File: src/rtl/fetch_sequencer.sv
// Instruction-fetch sequencer: issues one outstanding imem request at a time,
// buffers returned words with their PC in a 2-entry FIFO toward decode, and
// flushes/refetches on branch or jump redirects, discarding stale responses.
module fetch_sequencer #(
  parameter logic [31:0] RESET_PC  = 32'h0000_0000,
  parameter bit          BYTE_SWAP = 1'b0
) (
  input  logic        clk,
  input  logic        rst,
  output logic        imem_req_valid,
  input  logic        imem_req_ready,
  output logic [31:0] imem_req_addr,
  input  logic        imem_rsp_valid,
  input  logic [31:0] imem_rsp_data,
  input  logic        redirect_valid,
  input  logic [31:0] redirect_pc,
  output logic        out_valid,
  input  logic        out_ready,
  output logic [31:0] out_instr,
  output logic [31:0] out_pc
);

  typedef enum logic [1:0] {
    ST_FETCH = 2'd0,
    ST_WAIT  = 2'd1,
    ST_DROP  = 2'd2
  } state_t;

  state_t      state_q, state_d;
  logic [31:0] pc_q, pc_d;
  logic [31:0] req_pc_q, req_pc_d;
  logic [1:0]  count_q, count_d;
  logic        rd_ptr_q, rd_ptr_d;
  logic        wr_ptr_q, wr_ptr_d;
  logic [31:0] instr_q [2];
  logic [31:0] instr_d [2];
  logic [31:0] epc_q [2];
  logic [31:0] epc_d [2];

  logic        req_fire;
  logic        push;
  logic        pop;
  logic [31:0] rsp_word;

  // The memory image is big-endian, so words may need reversing before decode.
  function automatic logic [31:0] swap_bytes(input logic [31:0] d);
    swap_bytes = {d[7:0], d[15:8], d[23:16], d[31:24]};
  endfunction

  assign rsp_word       = BYTE_SWAP ? swap_bytes(imem_rsp_data) : imem_rsp_data;
  assign imem_req_addr  = pc_q;
  assign imem_req_valid = (state_q == ST_FETCH) && (count_q < 2'd2) && !redirect_valid && !rst;
  assign out_valid      = (count_q != 2'd0) && !rst;
  assign out_instr      = instr_q[rd_ptr_q];
  assign out_pc         = epc_q[rd_ptr_q];

  // A redirect voids both the push of a response and any pop in the same cycle.
  assign req_fire = imem_req_valid && imem_req_ready;
  assign push     = (state_q == ST_WAIT) && imem_rsp_valid && !redirect_valid;
  assign pop      = out_valid && out_ready && !redirect_valid;

  // Next-state logic for the request FSM, PC and FIFO bookkeeping.
  always_comb begin
    state_d  = state_q;
    pc_d     = pc_q;
    req_pc_d = req_pc_q;
    count_d  = count_q;
    rd_ptr_d = rd_ptr_q;
    wr_ptr_d = wr_ptr_q;
    instr_d  = instr_q;
    epc_d    = epc_q;

    case (state_q)
      ST_FETCH: begin
        if (req_fire) begin
          state_d = ST_WAIT;
        end else begin
          state_d = ST_FETCH;
        end
      end
      ST_WAIT: begin
        if (imem_rsp_valid) begin
          state_d = ST_FETCH;
        end else if (redirect_valid) begin
          state_d = ST_DROP;
        end else begin
          state_d = ST_WAIT;
        end
      end
      ST_DROP: begin
        if (imem_rsp_valid) begin
          state_d = ST_FETCH;
        end else begin
          state_d = ST_DROP;
        end
      end
      default: begin
        state_d = ST_FETCH;
      end
    endcase

    if (redirect_valid) begin
      pc_d = {redirect_pc[31:2], 2'b00};
    end else if (req_fire) begin
      pc_d     = pc_q + 32'd4;
      req_pc_d = pc_q;
    end else begin
      pc_d = pc_q;
    end

    if (push) begin
      instr_d[wr_ptr_q] = rsp_word;
      epc_d[wr_ptr_q]   = req_pc_q;
      wr_ptr_d          = ~wr_ptr_q;
    end else begin
      wr_ptr_d = wr_ptr_q;
    end

    if (pop) begin
      rd_ptr_d = ~rd_ptr_q;
    end else begin
      rd_ptr_d = rd_ptr_q;
    end

    case ({push, pop})
      2'b10:   count_d = count_q + 2'd1;
      2'b01:   count_d = count_q - 2'd1;
      default: count_d = count_q;
    endcase

    // Flush overrides everything: empty FIFO, realign pointers.
    if (redirect_valid) begin
      count_d  = 2'd0;
      rd_ptr_d = 1'b0;
      wr_ptr_d = 1'b0;
    end else begin
      count_d = count_d;
    end
  end

  // State registers with synchronous reset; reset abandons any outstanding request.
  always_ff @(posedge clk) begin
    if (rst) begin
      state_q    <= ST_FETCH;
      pc_q       <= RESET_PC;
      req_pc_q   <= 32'd0;
      count_q    <= 2'd0;
      rd_ptr_q   <= 1'b0;
      wr_ptr_q   <= 1'b0;
      instr_q[0] <= 32'd0;
      instr_q[1] <= 32'd0;
      epc_q[0]   <= 32'd0;
      epc_q[1]   <= 32'd0;
    end else begin
      state_q  <= state_d;
      pc_q     <= pc_d;
      req_pc_q <= req_pc_d;
      count_q  <= count_d;
      rd_ptr_q <= rd_ptr_d;
      wr_ptr_q <= wr_ptr_d;
      instr_q  <= instr_d;
      epc_q    <= epc_d;
    end
  end

endmodule

File: config.mk
export PLATFORM = sky130hd
export DESIGN_NAME = fetch_sequencer
export DESIGN_NICKNAME = d
export VERILOG_FILES = /design/src/rtl/fetch_sequencer.sv
export SDC_FILE = /design/constraint.sdc
export NUM_CORES = 1
export LEC_CHECK = 0
export ABC_CLOCK_PERIOD_IN_PS = 2000
export CAP_MARGIN = 20
export CORE_MARGIN = 2
export CORE_UTILIZATION = 30
export CTS_BUF_LIST = sky130_fd_sc_hd__clkbuf_8
export CTS_CLUSTER_SIZE = 24
export DETAILED_ROUTE_END_ITERATION = 8
export PLACE_DENSITY = 0.61
export SLEW_MARGIN = 5
export SYNTH_ARGS = -nofsm -noshare
export SYNTH_HDL_FRONTEND = slang
export SYNTH_SLANG_ARGS = --single-unit
File: constraint.sdc
create_clock -name clk -period 2 [get_ports clk]
set_input_delay 0.3 -clock clk [delete_from_list [all_inputs] [get_ports clk]]
set_output_delay 0.3 -clock clk [all_outputs]
set_load 0.1 [all_outputs]
### Word-level counts from Yosys, hierarchy flattened

Cells that the tools add are included.

| cells by class | value |
|---|---|
| add/subtract/negate cells | 3 |
| multipliers | 0 |
| divide/modulo/power cells | 0 |
| magnitude comparators | 4 |
| equality and inequality tests | 4 |
| shift operators | 0 |
| multiplexer cells | 18 |
| bitwise operators | 5 |
| reduce and logical (&&, ||, !) cells | 18 |

Operator list:

| cell | number |
|---|---|
| $mux 32 | 9 |
| $bwmux 64 | 2 |
| $add 32x3->32 const B | 1 |
| $demux 32 s1 | 1 |
| $logic_and 1x1->1 | 10 |
| $mux 2 | 3 |
| $pmux 2 s3 | 1 |
| $reduce_bool 2->1 | 3 |
| $eq 2x1->1 const B | 2 |
| $eq 2x2->1 const B | 2 |
| $ge 2x2->1 const B | 2 |
| $not 1->2 | 2 |
| $pmux 2 s2 | 1 |
| $not 1->1 | 3 |
| $add 2x1->2 const B | 1 |
| $logic_not 1->1 | 2 |
| $logic_not 2->1 | 1 |
| $lt 2x1->1 const B | 1 |
| $lt 2x2->1 const B | 1 |
| $reduce_and 2->1 | 1 |
| $reduce_or 2->1 | 1 |
| $sub 2x1->2 const B | 1 |
| $mux 1 | 1 |

| storage, ports and cells | value |
|---|---|
| register bits | 198 |
| latch bits | 0 |
| memory bits (writable) | 0 |
| ROM bits | 0 |
| bits of input ports | 70 |
| logic and storage cells | 63 |
| memories kept | 0 |

### Logic depth before layout (Yosys ltp)

| depth | value |
|---|---|
| word-level depth | 7 |
| gate-level depth with buffers | 8 |

### Worst setup path after synthesis

Ideal clock, no wire load.

| path | value |
|---|---|
| path type | input -> output |
| start | input rst |
| end | output imem_req_valid |
| arrival time | 3,781 ps |
| data required time | 1,700 ps |
| path slack | -2,081 ps |
| stages on the path | 4 |
| cells stage by stage | buf_4 or2_2 clkbuf_1 nor4_1 |

| between the ends | value |
|---|---|
| longest elaborated chain between the ends | 2 |

RTL lines:

| what | RTL line | text |
|---|---|---|
| start: declaration | 9 | `input logic rst,` |
| $logic_not 1->1 | 52 | `assign imem_req_valid = (state_q == ST_FETCH) && (count_q < 2'd2) && !redirect_valid && !rst;` |
| $logic_and 1x1->1 | 52 |  |
| end: declaration | 10 | `output logic imem_req_valid,` |

No other way between the ends.

### Worst setup path in the final report

| path | value |
|---|---|
| start | register state_q[1] |
| end | register pc_q[16] (netlist: imem_req_addr[16]) |

| between the ends | value |
|---|---|
| longest elaborated chain between the ends | 6 |

RTL lines:

| what | RTL line | text |
|---|---|---|
| start: declaration | 29 | `state_t state_q, state_d;` |
| start signal: assignment | 155 | `state_q <= state_d;` |
| $logic_not 2->1 | 52 |  |
| $logic_and 1x1->1 (3 in a row) | 52 |  |
| $logic_and 1x1->1 | 58 | `assign req_fire = imem_req_valid && imem_req_ready;` |
| $reduce_bool 2->1 (no source line) | - |  |
| end signal: assignment | 156 | `pc_q <= pc_d;` |
| end: declaration | 30 | `logic [31:0] pc_q, pc_d;` |

No other way between the ends.
A chain may end at the register's enable or synchronous reset.

==> summary.txt <==
Outcome
  – Status: complete, but fails checks
  – Failing checks: DRC, setup timing

Timing
  – Final WS setup: -1.17 ps
  – Tmin final: between 2000 and 2500 ps
  – Final Hold Viols: 0
  – Part of the cycle the worst path needs: 100%
  – Worst-margin pin slew: 631 ps
  – Count of final max-slew check failures: 0
  – Hold slack: 332 ps
  – Layout Skew: 14.9 ps
  – RSZ-0062 raised after global routing: yes
  – Max transition margin: slightly below 60%
  – Count of final setup violators: 1
  – Fmax: roughly 500 MHz

Cells and area
  – Area grow syn2layout: 46.5%
  – Post-route insts no fill: approximately 1.5k
  – Fin area: between 0.01 and 0.015 mm^2
  – Ant. Diodes: 0
  – Nets: roughly 1.2k
  – Share of layout cells above drive strength 1: about a quarter

Logic synthesis
  – Post-synthesis register bit count: 190
  – Largest area contributor in the netlist: dfxtp_1
  – Count leader, synth: nand2_1
  – EDFF count, synth: 0
  – Top cell type's share of synthesized area: between 40% and 50%
  – Post-synth top cells: nand2_1, dfxtp_1, a21oi_1
  – Syn Std Cell Area: ~0.008 mm^2
  – Syn Area/Cell: 8.02 um^2
  – Synth Warn #: 0
  – Mapped Cells: approximately 1k
  – Synth area leaders: dfxtp_1, nand2_1, a21oi_1
  – Post-synth cell types: 40
  – Main flop type after synthesis: dfxtp_1
  – Ys async rst share: 0%
  – Part of the Yosys area used for sequential elements: 47.4%

Clocking
  – CTS root buffer: clkbuf_8
  – CTS tree: yes
  – Post-CTS Hold Fix Bufs: 0
  – Worst-path clk slew: 110 ps
  – Clk sinks: between 150 and 200
  – H-tree Lvls: 4
  – CTS Buf Count: 17
  – Worst skew pair latency: ~460 ps
  – Worst-case clock buffer depth: 2

Global route
  – Gr ovfl total: 0
  – First-pass GRT wire length: approximately 37,000 um
  – Tot GR Track Use: 16.3%
  – Vias in the first global route: 6,786
  – Initial antenna violation count: 0
  – Largest net degree at the start of global routing: 130

Place
  – Hpwl dp: 15,500 um
  – DP Cell Count: between 1k and 1.5k
  – DP Area: around 0.011 mm^2
  – Routability cong.: between 0.8 and 0.9
  – Port Buffer Count: 161

Setup path
  – RR Endpoint: imem_req_addr[16]$_SDFFE_PP0P_
  – R2R depth: 6
  – FF-to-FF setup slack: -1 ps
  – CP arrival: between 2000 and 2500 ps
  – Worst setup EP type: register
  – Maximum fanout along the worst path: 8
  – CP startpoint kind: register
  – Worst r2r src: state_q[1]$_SDFF_PP0_
  – WP data required: 2380 ps
  – Kind of critical path: reg -> reg

Route
  – 1st-iter DRT viols: ~500
  – Final ANT Viol Nets: 0
  – DRC violations left: 11
  – Total number of vias: between 7k and 8k
  – Routed WL: around 25,000 um
  – Vias per std cell: 4.86
  – Total iterations of the first detailed-routing run: 7
  – WL/cell: between 15 and 20 um

Power and ir drop
  – Leak: 0.00411 uW
  – Power Density: 631 mW/mm^2
  – Worst ir drop on vdd: between 300 and 400 uV

Worst hold path
  – Min-Delay Endpoint: imem_req_addr[25]$_SDFFE_PP0P_
  – Worst hold path type: in -> reg
  – HP Start: rst
  – Hold Path Cell Cnt: 4

Die
  – Die area: 0.0281 mm^2
  – Die width: around 170 um
  – Core ar.: 0.0261 mm^2
  – FP Rows: roughly 60
  – Die height: ~170 um
  – Boundary pin count: about 170
  – Starting density of the core: between 30% and 40%

Run
  – Max-cap viol count: 0
==> cells by family (layout without fill, tap and decap cells) <==
| logic type | Yosys count | in the layout | synth area share, % |
|---|---|---|---|
| AOI/OAI and AO/OA | 202 | 202 | 13.4 |
| and+or+nand+nor | 439 | 439 | 23.0 |
| buffers and inverters | 80 | 258 | 4.38 |
| adders and majority gates | 2 | 2 | 0.312 |
| DFF | 190 | 190 | 47.4 |
| other | 1 | 4 | 0.0467 |
| xor gates and xnor gates | 20 | 20 | 2.18 |
| muxes | 66 | 66 | 9.23 |
==> where the power goes <==
| group | switching [uW] | leakage (uW) | internal (uW) | total [uW] |
|---|---|---|---|---|
| combinational | 656 | 0.00237 | 333 | 989 |
| sequential | 95.5 | 0.00155 | 3840 | 3940 |
| clock | 1450 | 0.000188 | 1040 | 2490 |
==> cell usage in the layout (no fill, tap or decap), drive strengths merged <==
cell type | Yosys | routed
ha | 2 | 2
o311ai | 1 | 1
mux2i | 2 | 2
a311oi | 1 | 1
or3 | 3 | 3
clkdlybuf4s50 | 0 | 65
inv | 7 | 13
mux2 | 64 | 64
nand3 | 17 | 17
a2bb2oi | 2 | 2
xnor2 | 7 | 7
clkbuf | 58 | 22
xor2 | 13 | 13
clkinv | 0 | 4
or4b | 1 | 1
conb | 1 | 4
a21oi | 168 | 168
and2 | 7 | 7
a31oi | 8 | 8
nor4 | 7 | 7
o211ai | 2 | 2
bufinv | 0 | 1
nand4 | 20 | 20
nor4b | 1 | 1
or2 | 1 | 1
nor3b | 1 | 1
clkinvlp | 0 | 3
nor2 | 30 | 30
dfxtp | 190 | 190
o21ai | 4 | 4
buf | 14 | 149
dlygate4sd2 | 0 | 1
and3 | 2 | 2
a211oi | 10 | 10
o22ai | 6 | 6
nor2b | 2 | 2
nor3 | 10 | 10
nand2 | 337 | 337
==> through the flow <==
stage / utilization, % / total power, uW / setup slack, ps / TNS [ps]
2_1_floorplan: - / 4620 / -229 / -636
3_3_place_gp: 41.9 / 4990 / -408 / -8500
3_5_place_dp: 41.9 / 5000 / -422 / -9530
4_1_cts: 43.5 / 7480 / -69.7 / -2370
5_1_grt: 45.0 / 7720 / -91.9 / -2330
6_report: 45.0 / 7410 / -1.17 / -1.17
==> area by class of cell <==
type / count / area, um^2
Clock buffer: 18 / 248
Clock inverter: 14 / 129
Fill cell: 2594 / 14400
Inverter: 7 / 26.3
Multi-Input combinational cell: 733 / 4130
Sequential cell: 190 / 3860
Tap cell: 335 / 419
Timing Repair Buffer: 219 / 2940
==> sequential cells by signal, summed over array words and instances, names as in the netlist <==
| signal | cells |
|---|---|
| instr_q | 64 |
| epc_q | 60 |
| imem_req_addr | 30 |
| req_pc_q | 30 |
| count_q | 2 |
| state_q | 2 |
| rd_ptr_q | 1 |
| wr_ptr_q | 1 |
==> what timing repair did <==
action	4_1_cts	5_1_grt
gates cloned	1	6
setup buffers	0	5
endpoints found under the hold margin	0	0
resized for setup	4	56
pin swaps	1	6
setup endpoints to repair	53	74
==> worst max-delay path, cell delays in order, from the launching register on <==
cell and delay [ps]:
dfxtp_2 330, or4b_4 570, nor4_4 280, buf_6 170, nand3_4 80, or3_1 320, a31oi_1 180
==> per-layer routing <==
| metal | vias to the layer above | track usage [%] | wire length [um] | part of all wire [%] |
|---|---|---|---|---|
| li1 | 3698 | - | - | - |
| met1 | 3475 | 22.9 | 11600 | 47 |
| met2 | 183 | 25.6 | 11500 | 47 |
| met3 | 18 | 3.29 | 1220 | 5.0 |
| met4 | 0 | 4.31 | 228 | 0.93 |
| met5 | - | 0 | 0 | 0 |
==> worst max-delay path by stage <==
stage	depth (start not counted)	slack, ps	to	start
final	6	-1	imem_req_addr[16]$_SDFFE_PP0P_	state_q[1]$_SDFF_PP0_
after CTS	3	-70	out_pc[16]	rd_ptr_q$_SDFFE_PP0P_
after detailed placement	8	-420	imem_req_addr[23]$_SDFFE_PP0P_	imem_req_ready
after global placement	8	-410	imem_req_addr[23]$_SDFFE_PP0P_	imem_req_ready
after floorplan	4	-230	imem_req_valid	rst
after global routing	6	-90	imem_req_addr[16]$_SDFFE_PP0P_	state_q[1]$_SDFF_PP0_
Note: power is estimated with default switching activity, not from simulation.
